$ cat src/rtl/qt_vector_multiply.sv
// qt_vector_multiply: loads b, requests the serial Q^T stream, emits y = Q^T*b.
// Ports: CLK, RST; b_in, b_valid, qt_ready, transpose_out in; start_transpose, y_out, y_valid, y_last, busy out.
module qt_vector_multiply #(
  parameter int WORDLEN            = 16,
  parameter int FRACTION_WIDTH     = 12,
  parameter int MATRIX_ELEMENT_NUM = 9
) (
  input  logic               CLK,
  input  logic               RST,
  input  logic [WORDLEN-1:0] b_in,
  input  logic               b_valid,
  input  logic               qt_ready,
  input  logic [WORDLEN-1:0] transpose_out,
  output logic               start_transpose,
  output logic [WORDLEN-1:0] y_out,
  output logic               y_valid,
  output logic               y_last,
  output logic               busy
);

  localparam int KW = $clog2(MATRIX_ELEMENT_NUM);

  typedef enum logic [1:0] {
    LOAD_B,
    WAIT_QT,
    ISSUE,
    RECV
  } state_t;

  state_t state_q, state_d;

  logic [WORDLEN-1:0] b0_q, b1_q, b2_q;
  logic [WORDLEN-1:0] acc_q;
  logic [1:0]         cnt_q;
  logic [KW-1:0]      k_q;
  logic [1:0]         col_q;
  logic [1:0]         row_q;

  logic [WORDLEN-1:0]          b_sel;
  logic signed [2*WORDLEN-1:0] prod;
  logic [WORDLEN-1:0]          p;
  logic [WORDLEN-1:0]          sum;
  logic                        last_k;

  always_comb begin
    b_sel = b2_q;
    unique case (col_q)
      2'd0:    b_sel = b0_q;
      2'd1:    b_sel = b1_q;
      default: b_sel = b2_q;
    endcase
  end

  // Full-width signed product, then drop the fraction bits (floor).
  assign prod   = $signed(transpose_out) * $signed(b_sel);
  assign p      = WORDLEN'(prod >>> FRACTION_WIDTH);
  assign sum    = acc_q + p;
  assign last_k = (k_q == KW'(MATRIX_ELEMENT_NUM - 1));
  assign busy   = (state_q != LOAD_B);

  always_ff @(posedge CLK or posedge RST) begin
    if (RST) begin
      state_q <= LOAD_B;
    end else begin
      state_q <= state_d;
    end
  end

  always_comb begin
    state_d = state_q;
    unique case (state_q)
      LOAD_B: begin
        if (b_valid && cnt_q == 2'd2) state_d = WAIT_QT;
      end
      WAIT_QT: begin
        if (qt_ready) state_d = ISSUE;
      end
      ISSUE: begin
        state_d = RECV;
      end
      RECV: begin
        if (last_k) state_d = LOAD_B;
      end
      default: state_d = LOAD_B;
    endcase
  end

  always_ff @(posedge CLK or posedge RST) begin
    if (RST) begin
      b0_q            <= '0;
      b1_q            <= '0;
      b2_q            <= '0;
      acc_q           <= '0;
      cnt_q           <= '0;
      k_q             <= '0;
      col_q           <= '0;
      row_q           <= '0;
      start_transpose <= 1'b0;
      y_out           <= '0;
      y_valid         <= 1'b0;
      y_last          <= 1'b0;
    end else begin
      start_transpose <= 1'b0;
      y_valid         <= 1'b0;
      y_last          <= 1'b0;
      unique case (state_q)
        LOAD_B: begin
          if (b_valid) begin
            unique case (cnt_q)
              2'd0:    b0_q <= b_in;
              2'd1:    b1_q <= b_in;
              default: b2_q <= b_in;
            endcase
            cnt_q <= (cnt_q == 2'd2) ? 2'd0 : cnt_q + 2'd1;
          end
        end
        WAIT_QT: begin
          if (qt_ready) start_transpose <= 1'b1;
        end
        ISSUE: begin
          acc_q <= '0;
          k_q   <= '0;
          col_q <= '0;
          row_q <= '0;
        end
        RECV: begin
          k_q <= k_q + KW'(1);
          if (col_q == 2'd2) begin
            y_out   <= sum;
            y_valid <= 1'b1;
            y_last  <= (row_q == 2'd2);
            acc_q   <= '0;
            col_q   <= 2'd0;
            row_q   <= row_q + 2'd1;
          end else begin
            acc_q <= sum;
            col_q <= col_q + 2'd1;
          end
        end
        default: ;
      endcase
    end
  end

endmodule

$ cat config.mk
export PLATFORM = sky130hd
export DESIGN_NAME = qt_vector_multiply
export DESIGN_NICKNAME = d
export VERILOG_FILES = /design/src/rtl/qt_vector_multiply.sv
export SDC_FILE = /design/constraint.sdc
export NUM_CORES = 1
export LEC_CHECK = 0
export BUFFER_PORTS_ARGS = -buffer_cell sky130_fd_sc_hd__buf_2
export CORE_MARGIN = 5
export CORE_UTILIZATION = 55
export CTS_BUF_LIST = sky130_fd_sc_hd__clkbuf_2
export DETAILED_ROUTE_END_ITERATION = 8
export GPL_TIMING_DRIVEN = 0
export PLACE_DENSITY = 0.73
export RECOVER_POWER = 50
export SLEW_MARGIN = 40
export SYNTH_ARGS = -nofsm -noshare
export SYNTH_HDL_FRONTEND = slang
export SYNTH_SLANG_ARGS = --single-unit
$ cat constraint.sdc
create_clock -name CLK -period 10.17 [get_ports CLK]
set_input_delay 3.051 -clock CLK [delete_from_list [all_inputs] [get_ports CLK]]
set_output_delay 3.051 -clock CLK [all_outputs]
set_load 0.01 [all_outputs]
### Word-level counts from Yosys, hierarchy flattened

Index checks and enable logic that the tools add are counted.

| operators by class | value |
|---|---|
| add/sub/neg operators | 5 |
| multipliers | 1 |
| divide/modulo/power cells | 0 |
| order comparisons | 0 |
| equal/unequal tests | 13 |
| shifts and indexed selects | 0 |
| muxes and demuxes | 19 |
| bitwise operators | 1 |
| reductions and logical operators | 14 |

Operators with widths:

| cell | number |
|---|---|
| case mux 16 bit (2 select lines) | 2 |
| multiplier 16 x 16 -> 28 bit | 1 |
| adder 16 bit | 1 |
| 2-to-1 mux 16 bit | 1 |
| 2-to-1 mux 2 bit | 6 |
| AND reduction 3 bit | 4 |
| equality test 2 bit, second input constant | 5 |
| inequality test 2 bit, second input constant | 4 |
| case mux 2 bit (2 select lines) | 2 |
| case mux 2 bit (4 select lines) | 1 |
| case mux 4 bit (2 select lines) | 1 |
| adder 2 x 1 -> 2 bit, second input constant | 3 |
| equality test 2 x 1 -> 1 bit, second input constant | 3 |
| zero test 2 bit | 3 |
| 2-to-1 mux 1 bit | 6 |
| AND reduction 2 bit | 3 |
| adder 4 x 1 -> 4 bit, second input constant | 1 |
| equality test 4 bit, second input constant | 1 |
| nonzero test 2 bit | 2 |
| OR reduction 2 bit | 1 |
| logical AND 1 bit | 1 |
| NOT 1 bit | 1 |

| word-level totals | value |
|---|---|
| register bits after elaboration | 95 |
| latch bits | 0 |
| RAM bits | 0 |
| ROM bits | 0 |
| input bits | 36 |
| logic and storage cells | 66 |
| memories kept | 0 |

### Depth between registers and ports, before layout

| depth | value |
|---|---|
| depth in word-level cells | 6 |
| mapped depth | 41 |
| mapped depth without buffers | 38 |

### Worst setup path after synthesis

OpenSTA, ideal clock, no wires.

| timing path | value |
|---|---|
| kind | input to register |
| start | input port transpose_out[10] |
| end | register acc_q[15] |
| setup time | 0.126 ns |
| data arrival time | 10.060 ns |
| data required time | 10.044 ns |
| slack | -0.016 ns |
| stages | 30 |
| path through | clkbuf_1 nand2_1 fa_1 fa_1 fa_1 fa_1 inv_1 fa_1 fa_1 ha_1 and3_1 and2_1 a32oi_1 nand2_1 or2_1 and2_1 a21o_1 and2_1 nor2_1 xnor2_1 ha_1 o21a_1 a21oi_1 o21ai_0 a21oi_1 a221oi_1 a211oi_1 o21ai_0 xnor2_1 o21ai_1 |

| between the ends | value |
|---|---|
| longest elaborated chain between the ends | 4 |

RTL lines:

| what | line | RTL |
|---|---|---|
| start: declaration | 13 | `input logic [WORDLEN-1:0] transpose_out,` |
| multiplier 16 x 16 -> 28 bit | 55 | `assign prod = $signed(transpose_out) * $signed(b_sel);` |
| adder 16 bit | 57 | `assign sum = acc_q + p;` |
| 2-to-1 mux 16 bit | 128 | `if (col_q == 2'd2) begin` |
| case mux 16 bit (2 select lines) | 106 | `unique case (state_q)` |
| end signal: assignment | 136 | `acc_q <= sum;` |
| end: declaration | 33 | `logic [WORDLEN-1:0] acc_q;` |

No other way between the ends.
A chain may end at the register's enable or synchronous reset.

### Worst setup path after layout

| timing path | value |
|---|---|
| start | input port transpose_out[8] |
| end | register acc_q[13] |

The elaborated chain is that of the path after synthesis.

==> flow_summary.yaml <==
setup_path:
  crit_arrival_ps: 10490
  cpPeakStageDelay_ps: 570
  cp-end-kind: "flop"
  cp_max_fo: 7
  worstSetupStartpointType: "primary input"
  crit_family: "adder cells"
  path_buf_inv: 4
  crit_type: "in2reg"
  cp.required_ps: 10630
  slowest_stage: "fa_1"
  crit_top_cell: "fa_1"
logic_synthesis:
  synth-seq-cells: 95
  synthFlopType: "dfrtp_1"
  syn_inst: 1365
  syn_area_um2: 13100
  avgSynthCellArea_um2: 9.63
  synth_edf_count: 0
  async_flop_share_pct: 100
  ys_warn_count: 0
  synth_nets: 1727
  ys_seq_area_share_pct: 18.1
  synth_cell_types: 54
grt:
  use_met1_pct: 32.7
  grt-busiest-layer: "met2"
  grt_first_pass_wirelength_mm: 50.8
  use_met3_pct: 3.94
  grt_max_degree: 71
  grt-ovfl-total: 0
  grtUsageMet2_pct: 40.1
  antenna_found_initial: 3
  track_usage_pct: 24.0
  grt_pass1_vias: 9815
die:
  die_w_um: 165
  die-area_um2: 27100
  coreArea_um2: 23500
  rows: 56
  pin_count: 56
  start_util_pct: 56.0
  die_y_um: 165
placed_design:
  globalplace.congestion: 0.919
  place_area_um2: 13900
  dp_cells: 1740
  io_buffers: 55
  dpl_worst_slack_ps: -1340
  dp.final_hpwl_mm: 25.5
run_status:
  violations: "capacitance limit, slew limit"
  status: "complete, but fails checks"
final_layout:
  syn_to_final_growth_pct: 7.11
  drive_above_1_share_pct: 12.1
  final_area_um2: 14100
  fin_nets: 1792
  final_cells: 1756
timing:
  drv_slew: 71
  slew_headroom_pct: -149
  post-route-min-period_ps: 10030
  period_share_pct: 98.6
  rsz0062_at_grt: "false"
  fmax_ghz: 0.0997
  fin_ws_ps: 143
  setup-violations-final: 0
  report.final.hold_viol_count: 0
  fin_skew_ps: 31.3
  finalSetupTns_ps: 0
  worstMarginPinSlew_ps: 3740
clocking:
  htree_num_levels: 3
  clkSlewWorstSetupHoldPaths_ps: 260
  cts_tree: "done"
  insertion_delay_ps: 560
  clockBufferDepth: 2
  clkSinkCount: 95
  cts_hold_buf: 0
  clockRootBuffer: "clkbuf_2"
  cts_made_buffers: 9
detailed_routing:
  post_drt_wl_per_cell_um: 17.2
  num_vias: 9227
  viasPerCell: 5.25
  wl_mm: 30.1
  drt-initial-drc-count: 459
  antenna_left: 0
  drc: 0
  first_pass_iters: 4
worst_hold_path:
  hp-class: "reg2reg"
job:
  maxCapViolCount: 1
flip-flops by register name, indices dropped and copies added (netlist names):
register / flops
k_q: 4
state_q: 2
b1_q: 16
row_q: 2
cnt_q: 2
col_q: 2
b2_q: 16
y_out: 16
y_last: 1
acc_q: 16
start_transpose: 1
b0_q: 16
y_valid: 1
cell families after synthesis:
| group | after synthesis | share of synthesized area (%) |
|---|---|---|
| XOR/XNOR | 45 | 3.00 |
| AND/OR/NAND/NOR | 375 | 13.8 |
| AO/OA/AOI/OAI | 119 | 5.60 |
| multiplexers | 67 | 5.65 |
| buffers and inverters | 338 | 9.73 |
| flip-flops | 95 | 18.1 |
| adder cells (fa/ha/maj) | 326 | 44.1 |
worst paths after layout:
path,start,end,slack [ps],cells after the start
setup / recovery,transpose_out[8],acc_q[13],140,31
hold / removal,k_q[3],k_q[3],510,1
setup reg to reg,col_q[0],acc_q[13],410,36
hold reg to reg,k_q[3],k_q[3],510,1
max in group asynchronous,RST,b0_q[15],3550,3
min in group asynchronous,RST,k_q[0],2630,2
what timing repair did:
action                                  in CTS  in global routing
endpoints found under the setup margin      12                 10
gates resized for setup                     17                 31
setup buffers                                1                  5
pin swaps                                    3                 12
placed cells by master, fill, tap and decap left out, types with 8 or more instances in the layout:
| master | n |
|---|---|
| a21o_1 | 13 |
| a21oi_1 | 14 |
| and2_1 | 68 |
| buf_2 | 51 |
| buf_4 | 9 |
| clkbuf_1 | 29 |
| clkbuf_2 | 13 |
| dfrtp_1 | 95 |
| fa_1 | 228 |
| ha_1 | 96 |
| inv_1 | 289 |
| mux2_2 | 50 |
| mux2i_1 | 15 |
| nand2_1 | 177 |
| nand2b_1 | 10 |
| nor2_1 | 33 |
| nor2b_1 | 53 |
| nor3_1 | 8 |
| o21ai_0 | 43 |
| o21ai_1 | 10 |
| o21ai_2 | 8 |
| xnor2_1 | 32 |
| xor2_1 | 11 |
cell type report:
type                            instances  area [um^2]
Buffer                                 39          196
Clock buffer                            9         45.0
Timing Repair Buffer                   63          340
Tap cell                              319          399
Antenna cell                            2         5.00
Fill cell                            2012         9400
Inverter                              290         1090
Multi-Input combinational cell        932         9570
Clock inverter                          7         48.8
Sequential cell                        95         2380
synth_stat cells, types with 33 or more instances:
cell	instances	area share, %
inv_1	290	8.3
fa_1	229	35
nand2_1	177	5.1
ha_1	97	9.2
dfrtp_1	95	18
and2_1	68	3.2
nor2b_1	53	2.5
o21ai_0	51	1.9
mux2_2	50	4.3
clkbuf_1	42	1.2
nor2_1	33	0.94
xnor2_1	33	2.2
per-stage QoR:
stage / hold WS, ps / utilization [%]
finish: 507 / 60.0
global route: 520 / 60.0
CTS: 509 / 59.7
detailed placement: 467 / 59.1
global placement: 457 / 58.9
floorplan: 451 / -
worst reg2reg max path: cells and delay by family, from the launching register on:
family	cells	cell delay (ps)
mux	1	270
flops	1	390
compound gates	10	2100
buf+inv	7	1700
xor+xnor	2	290
simple gates	8	1330
fa+ha+maj	8	3620
routing by layer:
metal / wire (um) / share of wire, %
met5: 10 / 0.033
met3: 1430 / 4.7
met2: 15100 / 50
met1: 12900 / 43
met4: 734 / 2.4
Power is not shown: default switching activity piles up to over one toggle a cycle in this logic, so the estimate is an artifact.
